==> src/rtl/usb_ctl_pipe0.sv <==
// EP0 control-pipe sequencer: captures SETUP, hands the request to a handler,
// packetises the descriptor stream into MPS-sized IN packets with replay on retry,
// and runs the status stage or STALL.
module usb_ctl_pipe0 #(
   parameter int MAX_PACKET_SIZE = 64,
   parameter int GNT_WAIT        = 2
) (
   input  logic        clock,
   input  logic        reset_n,
   input  logic        setup_i,
   input  logic        rx_tvalid_i,
   input  logic        rx_tlast_i,
   input  logic [7:0]  rx_tdata_i,
   input  logic        in_token_i,
   input  logic        out_token_i,
   input  logic        hsk_ack_i,
   output logic        tx_tvalid_o,
   input  logic        tx_tready_i,
   output logic        tx_tlast_o,
   output logic        tx_tkeep_o,
   output logic [7:0]  tx_tdata_o,
   output logic        stall_o,
   output logic [3:0]  ctl_xfer_endpoint,
   output logic [7:0]  ctl_xfer_type,
   output logic [7:0]  ctl_xfer_request,
   output logic [15:0] ctl_xfer_value,
   output logic [15:0] ctl_xfer_index,
   output logic [15:0] ctl_xfer_length,
   output logic        ctl_xfer_req_o,
   input  logic        ctl_xfer_gnt_i,
   input  logic        ctl_tvalid_i,
   output logic        ctl_tready_o,
   input  logic        ctl_tlast_i,
   input  logic [7:0]  ctl_tdata_i
);

   localparam int         AW      = $clog2(MAX_PACKET_SIZE);
   localparam logic [6:0] MPS     = 7'(MAX_PACKET_SIZE);
   localparam logic [7:0] GW_LAST = 8'(GNT_WAIT - 1);

   typedef enum logic [3:0] {
      S_IDLE, S_SETUP, S_REQ, S_FILL, S_XMIT, S_WAIT_ACK, S_STATUS_OUT, S_STATUS_IN, S_STALL
   } state_e;

   state_e      state_q, state_d;
   logic        req_q, req_d;
   logic [7:0]  type_q, type_d, request_q, request_d;
   logic [15:0] value_q, value_d, index_q, index_d, length_q, length_d;
   logic [15:0] remaining_q, remaining_d;
   logic [6:0]  pkt_len_q, pkt_len_d;
   logic        desc_end_q, desc_end_d;
   logic [3:0]  cnt_q, cnt_d;
   logic [7:0]  wait_q, wait_d;
   logic        active_q, active_d;
   logic [6:0]  idx_q, idx_d;

   logic [7:0]    buf_mem [MAX_PACKET_SIZE];
   logic          wr_en;
   logic [AW-1:0] wr_addr;
   logic [7:0]    wr_data;
   logic [6:0]    limit;
   logic [15:0]   rem_after;

   // Packet size limit and saturating remaining-length update
   always_comb begin
      limit     = (remaining_q >= 16'(MAX_PACKET_SIZE)) ? MPS : remaining_q[6:0];
      rem_after = (remaining_q > 16'(pkt_len_q)) ? (remaining_q - 16'(pkt_len_q)) : '0;
   end

   // Output decode from registered state
   always_comb begin
      tx_tvalid_o       = active_q;
      tx_tkeep_o        = (pkt_len_q != '0);
      tx_tlast_o        = (pkt_len_q == '0) || (idx_q == pkt_len_q - 7'd1);
      tx_tdata_o        = buf_mem[idx_q[AW-1:0]];
      ctl_tready_o      = (state_q == S_FILL) && !desc_end_q && (pkt_len_q < limit);
      stall_o           = (state_q == S_STALL);
      ctl_xfer_req_o    = req_q;
      ctl_xfer_endpoint = '0;
      ctl_xfer_type     = type_q;
      ctl_xfer_request  = request_q;
      ctl_xfer_value    = value_q;
      ctl_xfer_index    = index_q;
      ctl_xfer_length   = length_q;
   end

   // Next-state logic for the control-transfer sequencer
   always_comb begin
      state_d     = state_q;
      req_d       = req_q;
      type_d      = type_q;
      request_d   = request_q;
      value_d     = value_q;
      index_d     = index_q;
      length_d    = length_q;
      remaining_d = remaining_q;
      pkt_len_d   = pkt_len_q;
      desc_end_d  = desc_end_q;
      cnt_d       = cnt_q;
      wait_d      = wait_q;
      active_d    = active_q;
      idx_d       = idx_q;
      wr_en       = 1'b0;
      wr_addr     = pkt_len_q[AW-1:0];
      wr_data     = ctl_tdata_i;
      if (setup_i) begin
         state_d  = S_SETUP;
         req_d    = 1'b0;
         active_d = 1'b0;
         cnt_d    = '0;
      end else begin
         case (state_q)
            S_SETUP: if (rx_tvalid_i) begin
               if (cnt_q < 4'd8) begin
                  case (cnt_q[2:0])
                     3'd0: type_d          = rx_tdata_i;
                     3'd1: request_d       = rx_tdata_i;
                     3'd2: value_d[7:0]    = rx_tdata_i;
                     3'd3: value_d[15:8]   = rx_tdata_i;
                     3'd4: index_d[7:0]    = rx_tdata_i;
                     3'd5: index_d[15:8]   = rx_tdata_i;
                     3'd6: length_d[7:0]   = rx_tdata_i;
                     default: length_d[15:8] = rx_tdata_i;
                  endcase
               end
               if (cnt_q != 4'hF) cnt_d = cnt_q + 4'd1;
               if (rx_tlast_i) begin
                  if (cnt_q == 4'd7) begin
                     state_d = S_REQ;
                     req_d   = 1'b1;
                     wait_d  = '0;
                  end else begin
                     state_d = S_IDLE;
                  end
               end
            end
            S_REQ: if (ctl_xfer_gnt_i) begin
               remaining_d = length_q;
               pkt_len_d   = '0;
               desc_end_d  = 1'b0;
               if (length_q == '0) state_d = S_STATUS_IN;
               else if (type_q[7]) state_d = S_FILL;
               else begin
                  state_d = S_STALL;
                  req_d   = 1'b0;
               end
            end else if (wait_q >= GW_LAST) begin
               state_d = S_STALL;
               req_d   = 1'b0;
            end else begin
               wait_d = wait_q + 8'd1;
            end
            S_FILL: if (desc_end_q || pkt_len_q >= limit) begin
               state_d = S_XMIT;
            end else if (ctl_tvalid_i) begin
               wr_en     = 1'b1;
               pkt_len_d = pkt_len_q + 7'd1;
               if (ctl_tlast_i) desc_end_d = 1'b1;
               if (ctl_tlast_i || (pkt_len_q + 7'd1 == limit)) state_d = S_XMIT;
            end
            S_XMIT: if (active_q) begin
               if (tx_tready_i) begin
                  if (tx_tlast_o) begin
                     active_d = 1'b0;
                     state_d  = S_WAIT_ACK;
                  end else begin
                     idx_d = idx_q + 7'd1;
                  end
               end
            end else if (in_token_i) begin
               active_d = 1'b1;
               idx_d    = '0;
            end
            S_WAIT_ACK: if (hsk_ack_i) begin
               remaining_d = rem_after;
               if (rem_after == '0 || pkt_len_q < MPS) begin
                  state_d = S_STATUS_OUT;
               end else begin
                  pkt_len_d = '0;
                  state_d   = S_FILL;
               end
            end else if (in_token_i) begin
               // retry: the buffer still holds the unacknowledged packet
               state_d  = S_XMIT;
               active_d = 1'b1;
               idx_d    = '0;
            end
            // Entry here always follows an ACK, so the last data packet is
            // acknowledged and an IN token has nothing to resend.
            S_STATUS_OUT: if (out_token_i) begin
               req_d   = 1'b0;
               state_d = S_IDLE;
            end
            // pkt_len is zero here, so the single beat goes out as a ZLP
            S_STATUS_IN: if (active_q) begin
               if (tx_tready_i) active_d = 1'b0;
            end else if (in_token_i) begin
               active_d = 1'b1;
               idx_d    = '0;
            end else if (hsk_ack_i) begin
               req_d   = 1'b0;
               state_d = S_IDLE;
            end
            S_IDLE, S_STALL: ;
            default: state_d = S_IDLE;
         endcase
      end
   end

   // State and datapath registers
   always_ff @(posedge clock or negedge reset_n) begin
      if (!reset_n) begin
         state_q     <= S_IDLE;
         req_q       <= 1'b0;
         type_q      <= '0;
         request_q   <= '0;
         value_q     <= '0;
         index_q     <= '0;
         length_q    <= '0;
         remaining_q <= '0;
         pkt_len_q   <= '0;
         desc_end_q  <= 1'b0;
         cnt_q       <= '0;
         wait_q      <= '0;
         active_q    <= 1'b0;
         idx_q       <= '0;
      end else begin
         state_q     <= state_d;
         req_q       <= req_d;
         type_q      <= type_d;
         request_q   <= request_d;
         value_q     <= value_d;
         index_q     <= index_d;
         length_q    <= length_d;
         remaining_q <= remaining_d;
         pkt_len_q   <= pkt_len_d;
         desc_end_q  <= desc_end_d;
         cnt_q       <= cnt_d;
         wait_q      <= wait_d;
         active_q    <= active_d;
         idx_q       <= idx_d;
      end
   end

   // Replay buffer write port
   always_ff @(posedge clock) begin
      if (wr_en) buf_mem[wr_addr] <= wr_data;
   end

endmodule

==> config.mk <==
export PLATFORM = sky130hd
export DESIGN_NAME = usb_ctl_pipe0
export DESIGN_NICKNAME = d
export VERILOG_FILES = /design/src/rtl/usb_ctl_pipe0.sv
export SDC_FILE = /design/constraint.sdc
export NUM_CORES = 1
export LEC_CHECK = 0
export ABC_AREA = 1
export CAP_MARGIN = 20
export CORE_ASPECT_RATIO = 1.1
export CORE_MARGIN = 2
export CORE_UTILIZATION = 32
export DETAILED_ROUTE_END_ITERATION = 10
export GPL_ROUTABILITY_DRIVEN = 0
export PLACE_DENSITY = 0.54
export SYNTH_ARGS = -nofsm -noshare
export SYNTH_HDL_FRONTEND = slang
export SYNTH_SLANG_ARGS = --single-unit
==> constraint.sdc <==
create_clock -name clock -period 8.5 [get_ports clock]
set_clock_uncertainty 0.1 [all_clocks]
set_input_delay 1.7 -clock clock [delete_from_list [all_inputs] [get_ports clock]]
set_output_delay 1.7 -clock clock [all_outputs]
set_load 0.01 [all_outputs]
==> flow_metrics.tcl, run 1 <==
set metrics [dict create \
    status "complete, no violations" \
    postCtsSetupBuffers 0 \
    hold_violations 0 \
    nNetsFinal 2517 \
    fill_cells 8003 \
    hold_path_class "flop to flop" \
    period_needed_ns 6.25 \
    powerDensity_nw_per_um2 229 \
    post_cts_resized 0 \
    critPathBufInv 3 \
    power_frac_seq_pct 49.2 \
    critPathMaxStageDelay_ns 0.76 \
    final_cell_count_no_fill 3589 \
    startpoint_type "flop" \
    grt_max_degree 197 \
    cts_root_buf "clkbuf_16" \
    finalWorstSetupSlack_ns 2.25 \
    drive_gt1_share_pct 6.40 \
    utilization_pct 37.5 \
    drt_wl_total_microns 73500 \
    switching_share_pct 22.3 \
    grt_pass1_wl_microns 112000 \
    switchingPower_mw 1.59 \
    die_w_microns 279 \
    cp_slowest_cell "buf_4" \
    grt_pass1_vias 18414 \
    cp_top_family "buffers and inverters" \
    die-area_sq_um 85600 \
    yosysSeqAreaShare_pct 68.3 \
    placed_area_sq_um 28600 \
    arrival_ns 4.45 \
    pre_cts_ws_ns 2.82 \
    cts-htree-levels 3 \
    clockBufferDepth 3 \
    synthCells 2396 \
    setup_viol 0 \
    cts_inserted_buffers 71 \
    leakagePower_nw 11.0 \
    place_hpwl_microns 44300 \
    cts_tree "done" \
    ys_warn_count 0 \
    synthDistinctLibCells 46 \
    n_antenna_cell 0 \
    via_per_inst 5.20 \
    detail_route.iter0.violations 1628 \
    synth_seq_cells 625 \
    initial_core_util_pct 32.2 \
    grt-ovfl-total 0 \
    final_area_sq_um 31100 \
    avgSynthCellArea_sq_um 11.1 \
    synth-main-ff-cell "edfxtp_1" \
    worstPathCellList "inv_6, buf_4, o21ai_0, o221ai_1, o211ai_1, nand3_1, a32o_1, clkdlybuf4s50_1" \
    numPlacedInstances 3462 \
    final_common_cell "edfxtp_1" \
    rows 111 \
    clk_pin_slew_ns 0.06 \
    antenna_found_initial 2 \
    drv_slew 0 \
    drc_errors 0 \
    synth_edf_count 512 \
    syn2layout_area_growth_pct 16.5 \
    io_buffers 105 \
    via_count 18651 \
    crit_fanout 140 \
    clkPwrFrac_pct 44.2 \
    combPwrFrac_pct 6.7 \
    timing.fmax_mhz 160 \
    cts_num_sinks 625 \
    floorplan.die.height_microns 307 \
    maxSlewHeadroom_pct 25.5 \
    ctsHoldBuffers 0 \
    track_usage_pct 17.0 \
    critPathKind "flop to output pin" \
    final_cell_mix "edfxtp_1 (512), nor2_1 (408), o21ai_0 (350)" \
    dr.pass1.iters 6 \
    rsz0062_at_grt "no" \
    routedWlPerCell_microns 20.5 \
    ir_worst_vdd_mv 0.134 \
    p_int_mw 5.52 \
    worstPathRequired_ns 6.70 \
    syn_area_sq_um 26700 \
    setup_tns_ns 0 \
    endpoint_kind "output pin" \
    ant_nets 0 \
    insertion_delay_ns 0.61 \
    ys_async_sr_fraction_pct 18.1 \
    core_area_sq_um 82900 \
    maxCapViolCount 0 \
    post-route-period-util_pct 73.5 \
    pin_count 110 \
    tightest_slew_ns 1.12 \
]
worst reg2reg max path, stage by stage, from the launching register on:
cell and delay, ns:
dfrtp_1 0.42, nor2_1 0.15, nand2_1 0.10, nor2_2 0.27
nand2_1 0.16, nor2_1 0.21, inv_1 0.07, ha_1 0.29
a21oi_1 0.11, o21ai_0 0.09, nand2_1 0.09, o211ai_1 0.13
nor4_1 0.28, nand3_1 0.23, nor2_1 0.23, nand3_1 0.71
nor2_1 0.97
metal layers:
layer / GRT usage, % / vias up / wire [microns] / part of all wire (%)
li1: - / 8717 / - / -
met1: 22.5 / 9190 / 31800 / 43
met2: 28.0 / 619 / 34900 / 47
met3: 3.75 / 121 / 4830 / 6.6
met4: 5.19 / 4 / 1960 / 2.7
met5: 0 / - / 28 / 0.038
stage by stage:
step,hold slack [ns],power [mW]
floorplan,0.336,3.71
global placement,0.352,4.02
detailed placement,0.353,4.03
CTS,0.369,7.17
global route,0.383,7.35
finish,0.367,7.10
kinds of logic (layout without fill, tap and decap cells):
group	Yosys count	count (layout)	share of synthesized area, %
compound gates	570	570	12.3
other cells	1	4	0.0141
flops	625	625	68.3
buf+inv	252	369	3.75
fa+ha+maj	26	26	1.25
xor+xnor	14	14	0.512
simple gates	908	908	13.9
synth_stat cells (3+ instances only):
cell / n / area, sq um
clkbuf_1: 101 / 379
o211ai_1: 23 / 173
a21oi_1: 41 / 205
edfxtp_1: 512 / 15400
buf_4: 5 / 37.5
or2_2: 3 / 18.8
o221ai_1: 52 / 455
xnor2_1: 5 / 43.8
nor3_1: 9 / 45.0
o21ai_0: 350 / 1750
ha_1: 25 / 313
buf_1: 8 / 30.0
inv_2: 5 / 18.8
nand2_2: 4 / 25.0
buf_2: 17 / 85.1
xor2_1: 8 / 70.1
nand3_1: 133 / 666
nand2_1: 322 / 1210
a31oi_1: 9 / 56.3
nor2_2: 3 / 18.8
nand4_1: 12 / 75.1
dfrtp_1: 113 / 2830
nor2_1: 409 / 1540
nor4_1: 6 / 37.5
a32o_1: 3 / 30.0
inv_1: 112 / 420
o22ai_1: 82 / 513
power groups by stage:
stage	combinational, mW	clock [mW]	sequential [mW]
2_1_floorplan	0.140	0	3.57
3_3_place_gp	0.474	0	3.55
3_5_place_dp	0.479	0	3.55
4_1_cts	0.481	3.19	3.49
5_1_grt	0.522	3.32	3.51
6_report	0.474	3.14	3.49
area by class of cell:
class,count,area [sq um],area share (%)
Clock buffer,90,1910,6.15
Clock inverter,36,504,1.62
Inverter,119,452,1.45
Multi-Input combinational cell,1522,7480,24.1
Sequential cell,625,18200,58.6
Tap cell,1073,1340,4.32
Timing Repair Buffer,124,1170,3.77
path summary, 6_finish.rpt:
kind	start	endpoint	slack (ns)	cells past startpoint
max in group asynchronous	reset_n	idx_q[0]	5.98	2
min in group asynchronous	reset_n	ctl_xfer_type[5]	1.11	1
worst max register to register	remaining_q[8]	buf_mem[44][6]	3.53	16
worst min-delay path	wait_q[6]	wait_q[6]	0.37	2
worst min register to register	wait_q[6]	wait_q[6]	0.37	2
worst max-delay path	idx_q[0]	tx_tdata_o[2]	2.25	8
state kept, by name (all words and copies together) (netlist names):
register / count
buf_mem: 512
cnt_q: 4
ctl_xfer_index: 16
ctl_xfer_length: 16
ctl_xfer_req_o: 1
ctl_xfer_request: 8
ctl_xfer_type: 8
ctl_xfer_value: 16
desc_end_q: 1
idx_q: 7
pkt_len_q: 7
remaining_q: 16
state_q: 4
tx_tvalid_o: 1
wait_q: 8
No activity file was read; power rests on OpenSTA's default activity.
==> run 2, diff against run 1 <==
==> constraint.sdc (replaced) <==
create_clock -name clock -period 6.35 [get_ports clock]
set_clock_uncertainty 0.1 [all_clocks]
set_input_delay 1.27 -clock clock [delete_from_list [all_inputs] [get_ports clock]]
set_output_delay 1.27 -clock clock [all_outputs]
set_load 0.01 [all_outputs]
==> flow_metrics.tcl, run 2 (synthesized netlist as in run 1, its figures left out) <==
set metrics [dict create \
    via_per_inst 5.21 \
    die-area_sq_um 85600 \
    crit_fanout 120 \
    endpoint_kind "output pin" \
    core_area_sq_um 82900 \
    timing.fmax_mhz 184 \
    critPathMaxStageDelay_ns 0.70 \
    via_count 18713 \
    post-route-period-util_pct 85.5 \
    powerDensity_nw_per_um2 298 \
    worstPathRequired_ns 4.98 \
    period_needed_ns 5.43 \
    utilization_pct 37.3 \
    die_w_microns 279 \
    track_usage_pct 17.2 \
    cp_common_cell "nand3_1" \
    startpoint_type "flop" \
    place_hpwl_microns 46200 \
    cts_inserted_buffers 69 \
    drv_slew 0 \
    grt_pass1_vias 18745 \
    final_cell_mix "edfxtp_1 (512), nor2_1 (408), o21ai_0 (350)" \
    cp_slowest_cell "dfrtp_4" \
    top_register "buf_mem" \
    floorplan.die.height_microns 307 \
    ant_nets 0 \
    ir_worst_vdd_mv 0.194 \
    syn2layout_area_growth_pct 16.0 \
    hold_violations 0 \
    clk_pin_slew_ns 0.06 \
    grt_pass1_wl_microns 113000 \
    hold_path_class "flop to flop" \
    largest_reg_flops 512 \
    setup_viol 0 \
    final_common_cell "edfxtp_1" \
    critPathKind "flop to output pin" \
    tightest_slew_ns 1.02 \
    grt_max_degree 121 \
    initial_core_util_pct 32.2 \
    status "complete, no violations" \
    regToRegSetupSlack_ns 1.50 \
    detail_route.iter0.violations 1499 \
    routedWlPerCell_microns 20.7 \
    cts_num_sinks 625 \
    cts_tree "done" \
    grt-ovfl-total 0 \
    drive_gt1_share_pct 6.71 \
    maxSlewHeadroom_pct 31.9 \
    rows 111 \
    leakagePower_nw 11.0 \
    drt_wl_total_microns 74400 \
    antenna_found_initial 2 \
    clockBufferDepth 3 \
    io_buffers 105 \
    worstPathCellList "inv_6, buf_12, o21ai_0, o221ai_1, o211ai_1, nand3_1, nand2_1, nand3_1, clkdlybuf4s50_1" \
    dr.pass1.iters 5 \
    drc_errors 0 \
    maxCapViolCount 0 \
    postCtsSetupBuffers 0 \
    rsz0062_at_grt "no" \
    critPathBufInv 3 \
    post_cts_resized 0 \
    cts-htree-levels 3 \
    arrival_ns 4.06 \
    nNetsFinal 2526 \
    cts_root_buf "clkbuf_16" \
    cp_top_family "buffers and inverters" \
    pin_count 110 \
    fill_cells 7983 \
    setup_tns_ns 0 \
    ctsHoldBuffers 0 \
    power.total_mw 9.22 \
    n_antenna_cell 0 \
    insertion_delay_ns 0.62 \
]
## run 2: power breakdown
group	leakage [nW]	internal (mW)	switching (mW)
combinational	3.85	0.301	0.339
sequential	6.06	4.57	0.110
clock	1.07	2.25	1.66
total	11.0	7.12	2.10
## run 2: per-stage QoR
stage / hold slack, ns / instance area, sq um / std cells / worst slack, ns
6_report: 0.367 / 30900 / 3592 / 0.920
5_1_grt: 0.388 / 30900 / 3592 / 0.761
4_1_cts: 0.370 / 30900 / 3591 / 0.915
3_5_place_dp: 0.354 / 28700 / 3473 / 1.43
3_3_place_gp: 0.350 / 28700 / 3472 / 1.55
2_1_floorplan: 0.336 / 26700 / 2399 / 2.97
## run 2: layout make-up
cell class,instances,area [sq um],area share [%]
flip-flops and latches,625,18200,58.9
multi-input cells,1522,7480,24.2
clock buffers,82,1810,5.84
well taps,1073,1340,4.34
repair buffers,135,1270,4.09
inverters,119,452,1.46
clock inverters,36,375,1.21
## run 2: worst paths after layout
kind                       depth (start not counted)            start                end
max                                                9         idx_q[0]      tx_tdata_o[7]
min                                                2        wait_q[4]          wait_q[4]
max reg2reg                                       16  remaining_q[10]     buf_mem[21][3]
min reg2reg                                        2        wait_q[4]          wait_q[4]
max in group asynchronous                          2          reset_n   ctl_xfer_type[7]
min in group asynchronous                          1          reset_n  ctl_xfer_value[8]
## run 2: per-layer routing
layer  part of all wire, %  vias up  GRT usage [%]
met4                   3.2        4           6.56
met3                   7.1      139           3.65
met2                    47      670           28.5
met5                 0.036        -              0
li1                      -     8729              -
met1                    42     9171           22.2
## run 2: worst min-delay path, stage by stage (launching register included)
cell,delay (ns)
dfrtp_1,0.34
nand2_1,0.05
inv_1,0.04
==> run 3, diff against run 2 <==
--- a/config.mk
+++ b/config.mk
@@ -9,10 +9,11 @@
 export CAP_MARGIN = 20
 export CORE_ASPECT_RATIO = 1.1
 export CORE_MARGIN = 2
-export CORE_UTILIZATION = 32
+export CORE_UTILIZATION = 37
+export CTS_CLUSTER_SIZE = 24
 export DETAILED_ROUTE_END_ITERATION = 10
 export GPL_ROUTABILITY_DRIVEN = 0
-export PLACE_DENSITY = 0.54
+export PLACE_DENSITY = 0.6
 export SYNTH_ARGS = -nofsm -noshare
 export SYNTH_HDL_FRONTEND = slang
 export SYNTH_SLANG_ARGS = --single-unit
==> flow_metrics.tcl, run 3 (synthesized netlist as in run 1, its figures left out) <==
set metrics [dict create \
    rsz0062_at_grt "no" \
    drive_gt1_share_pct 6.51 \
    cts_root_buf "clkbuf_16" \
    clk_pin_slew_ns 0.06 \
    worst_hold_slack_ns 0.366 \
    ir_worst_vdd_mv 0.259 \
    postCtsSetupBuffers 0 \
    critPathMaxStageDelay_ns 0.74 \
    cts_tree "done" \
    pre_cts_ws_ns 1.53 \
    ant_nets 0 \
    power.total_mw 9.38 \
    startpoint_type "flop" \
    routedWlPerCell_microns 21.4 \
    via_per_inst 5.53 \
    drv_slew 0 \
    tightest_slew_ns 1.01 \
    nNetsFinal 2523 \
    die-area_sq_um 74200 \
    wl_met1_microns 30700 \
    drc_errors 0 \
    maxCapViolCount 0 \
    numPlacedInstances 3346 \
    cts_num_sinks 625 \
    top_register "buf_mem" \
    insertion_delay_ns 0.62 \
    die_w_microns 260 \
    hold_path_class "flop to flop" \
    critPathKind "flop to output pin" \
    setup_viol 0 \
    final_cell_mix "edfxtp_1 (512), nor2_1 (408), o21ai_0 (350)" \
    status "complete, no violations" \
    initial_core_util_pct 37.3 \
    pin_count 110 \
    arrival_ns 4.15 \
    hold_violations 0 \
    core_area_sq_um 71500 \
    grt_pass1_wl_microns 113000 \
    maxSlewHeadroom_pct 32.3 \
    period_needed_ns 5.52 \
    post-route-period-util_pct 87.0 \
    rows 103 \
    worstPathCellList "inv_6, buf_4, o21ai_0, o22ai_1, a21oi_1, a31oi_1, a32o_1, clkdlybuf4s50_1" \
    top_layer_used "met4" \
    syn2layout_area_growth_pct 15.8 \
    finalWorstSetupSlack_ns 0.827 \
    track_usage_pct 19.8 \
    clockBufferDepth 3 \
    worstPathRequired_ns 4.98 \
    drt_wl_total_microns 74300 \
    cp_slowest_cell "dfrtp_4" \
    post_cts_resized 0 \
    cts-htree-levels 3 \
    antenna_found_initial 1 \
    endpoint_kind "output pin" \
    grt_pass1_vias 19011 \
    setup_tns_ns 0 \
    met2_length_microns 35400 \
    io_buffers 105 \
    ctsHoldBuffers 0 \
    grt_max_degree 157 \
    crit_fanout 102 \
    grt-ovfl-total 0 \
    timing.fmax_mhz 181 \
    via_count 19150 \
    leakagePower_nw 11.0 \
    final_common_cell "edfxtp_1" \
    final_cell_count_no_fill 3465 \
    detail_route.iter0.violations 1931 \
    largest_reg_flops 512 \
    dr.pass1.iters 6 \
    met3WireLength_microns 5800 \
    powerDensity_nw_per_um2 304 \
    floorplan.die.height_microns 286 \
    cts_inserted_buffers 66 \
    place_hpwl_microns 46100 \
]
[run 3: changes by cell type in the layout (fill, tap and decap cells not counted), sizes merged]
cell | previous run | this run
clkinv | 29 | 22
bufinv | 5 | 10
clkinvlp | 1 | 2
diode | 0 | 1
inv | 120 | 121
[run 3: report_power, final]
part	switching, mW	total, mW	leakage (nW)	internal [mW]
Clock	1.67	4.05	1.10	2.38
Sequential	0.133	4.70	6.06	4.57
Combinational	0.337	0.637	3.85	0.300
[run 3: final timing paths]
check                      cells after the start            from  slack, ns                  to
max                                            8        idx_q[0]       0.83       tx_tdata_o[4]
min                                            2       wait_q[7]       0.37           wait_q[7]
min in group asynchronous                      1         reset_n       0.71   ctl_xfer_value[9]
min reg2reg                                    2       wait_q[7]       0.37           wait_q[7]
max reg2reg                                   16  remaining_q[8]       1.48      buf_mem[14][3]
max in group asynchronous                      2         reset_n       4.33  ctl_xfer_length[0]
[run 3: final cells by class]
cell class | count | area (sq um)
Timing Repair Buffer | 135 | 1260
Multi-Input combinational cell | 1522 | 7480
Sequential cell | 625 | 18200
Tap cell | 945 | 1180
Fill cell | 6530 | 40700
Clock buffer | 82 | 1730
Antenna cell | 1 | 2.50
Inverter | 119 | 452
Clock inverter | 36 | 551
[run 3: metrics by stage]
| step | utilization [%] | area [sq um] |
|---|---|---|
| 2_1_floorplan | - | 26700 |
| 3_3_place_gp | 40.0 | 28600 |
| 3_5_place_dp | 40.0 | 28600 |
| 4_1_cts | 43.1 | 30900 |
| 5_1_grt | 43.1 | 30900 |
| 6_report | 43.2 | 30900 |
[run 3: layer usage]
layer | track usage, % | vias to the layer above
met5 | 0 | -
met4 | 7.16 | 0
met3 | 3.30 | 160
met2 | 32.6 | 878
met1 | 26.3 | 9403
li1 | - | 8709
[run 3: worst max-delay path, delay by kind of cell, from the launching register on]
kind,cells,cell delay (ns)
buffers and inverters,3,1.68
AOI/OAI and AO/OA,5,1.07
DFF,1,0.74
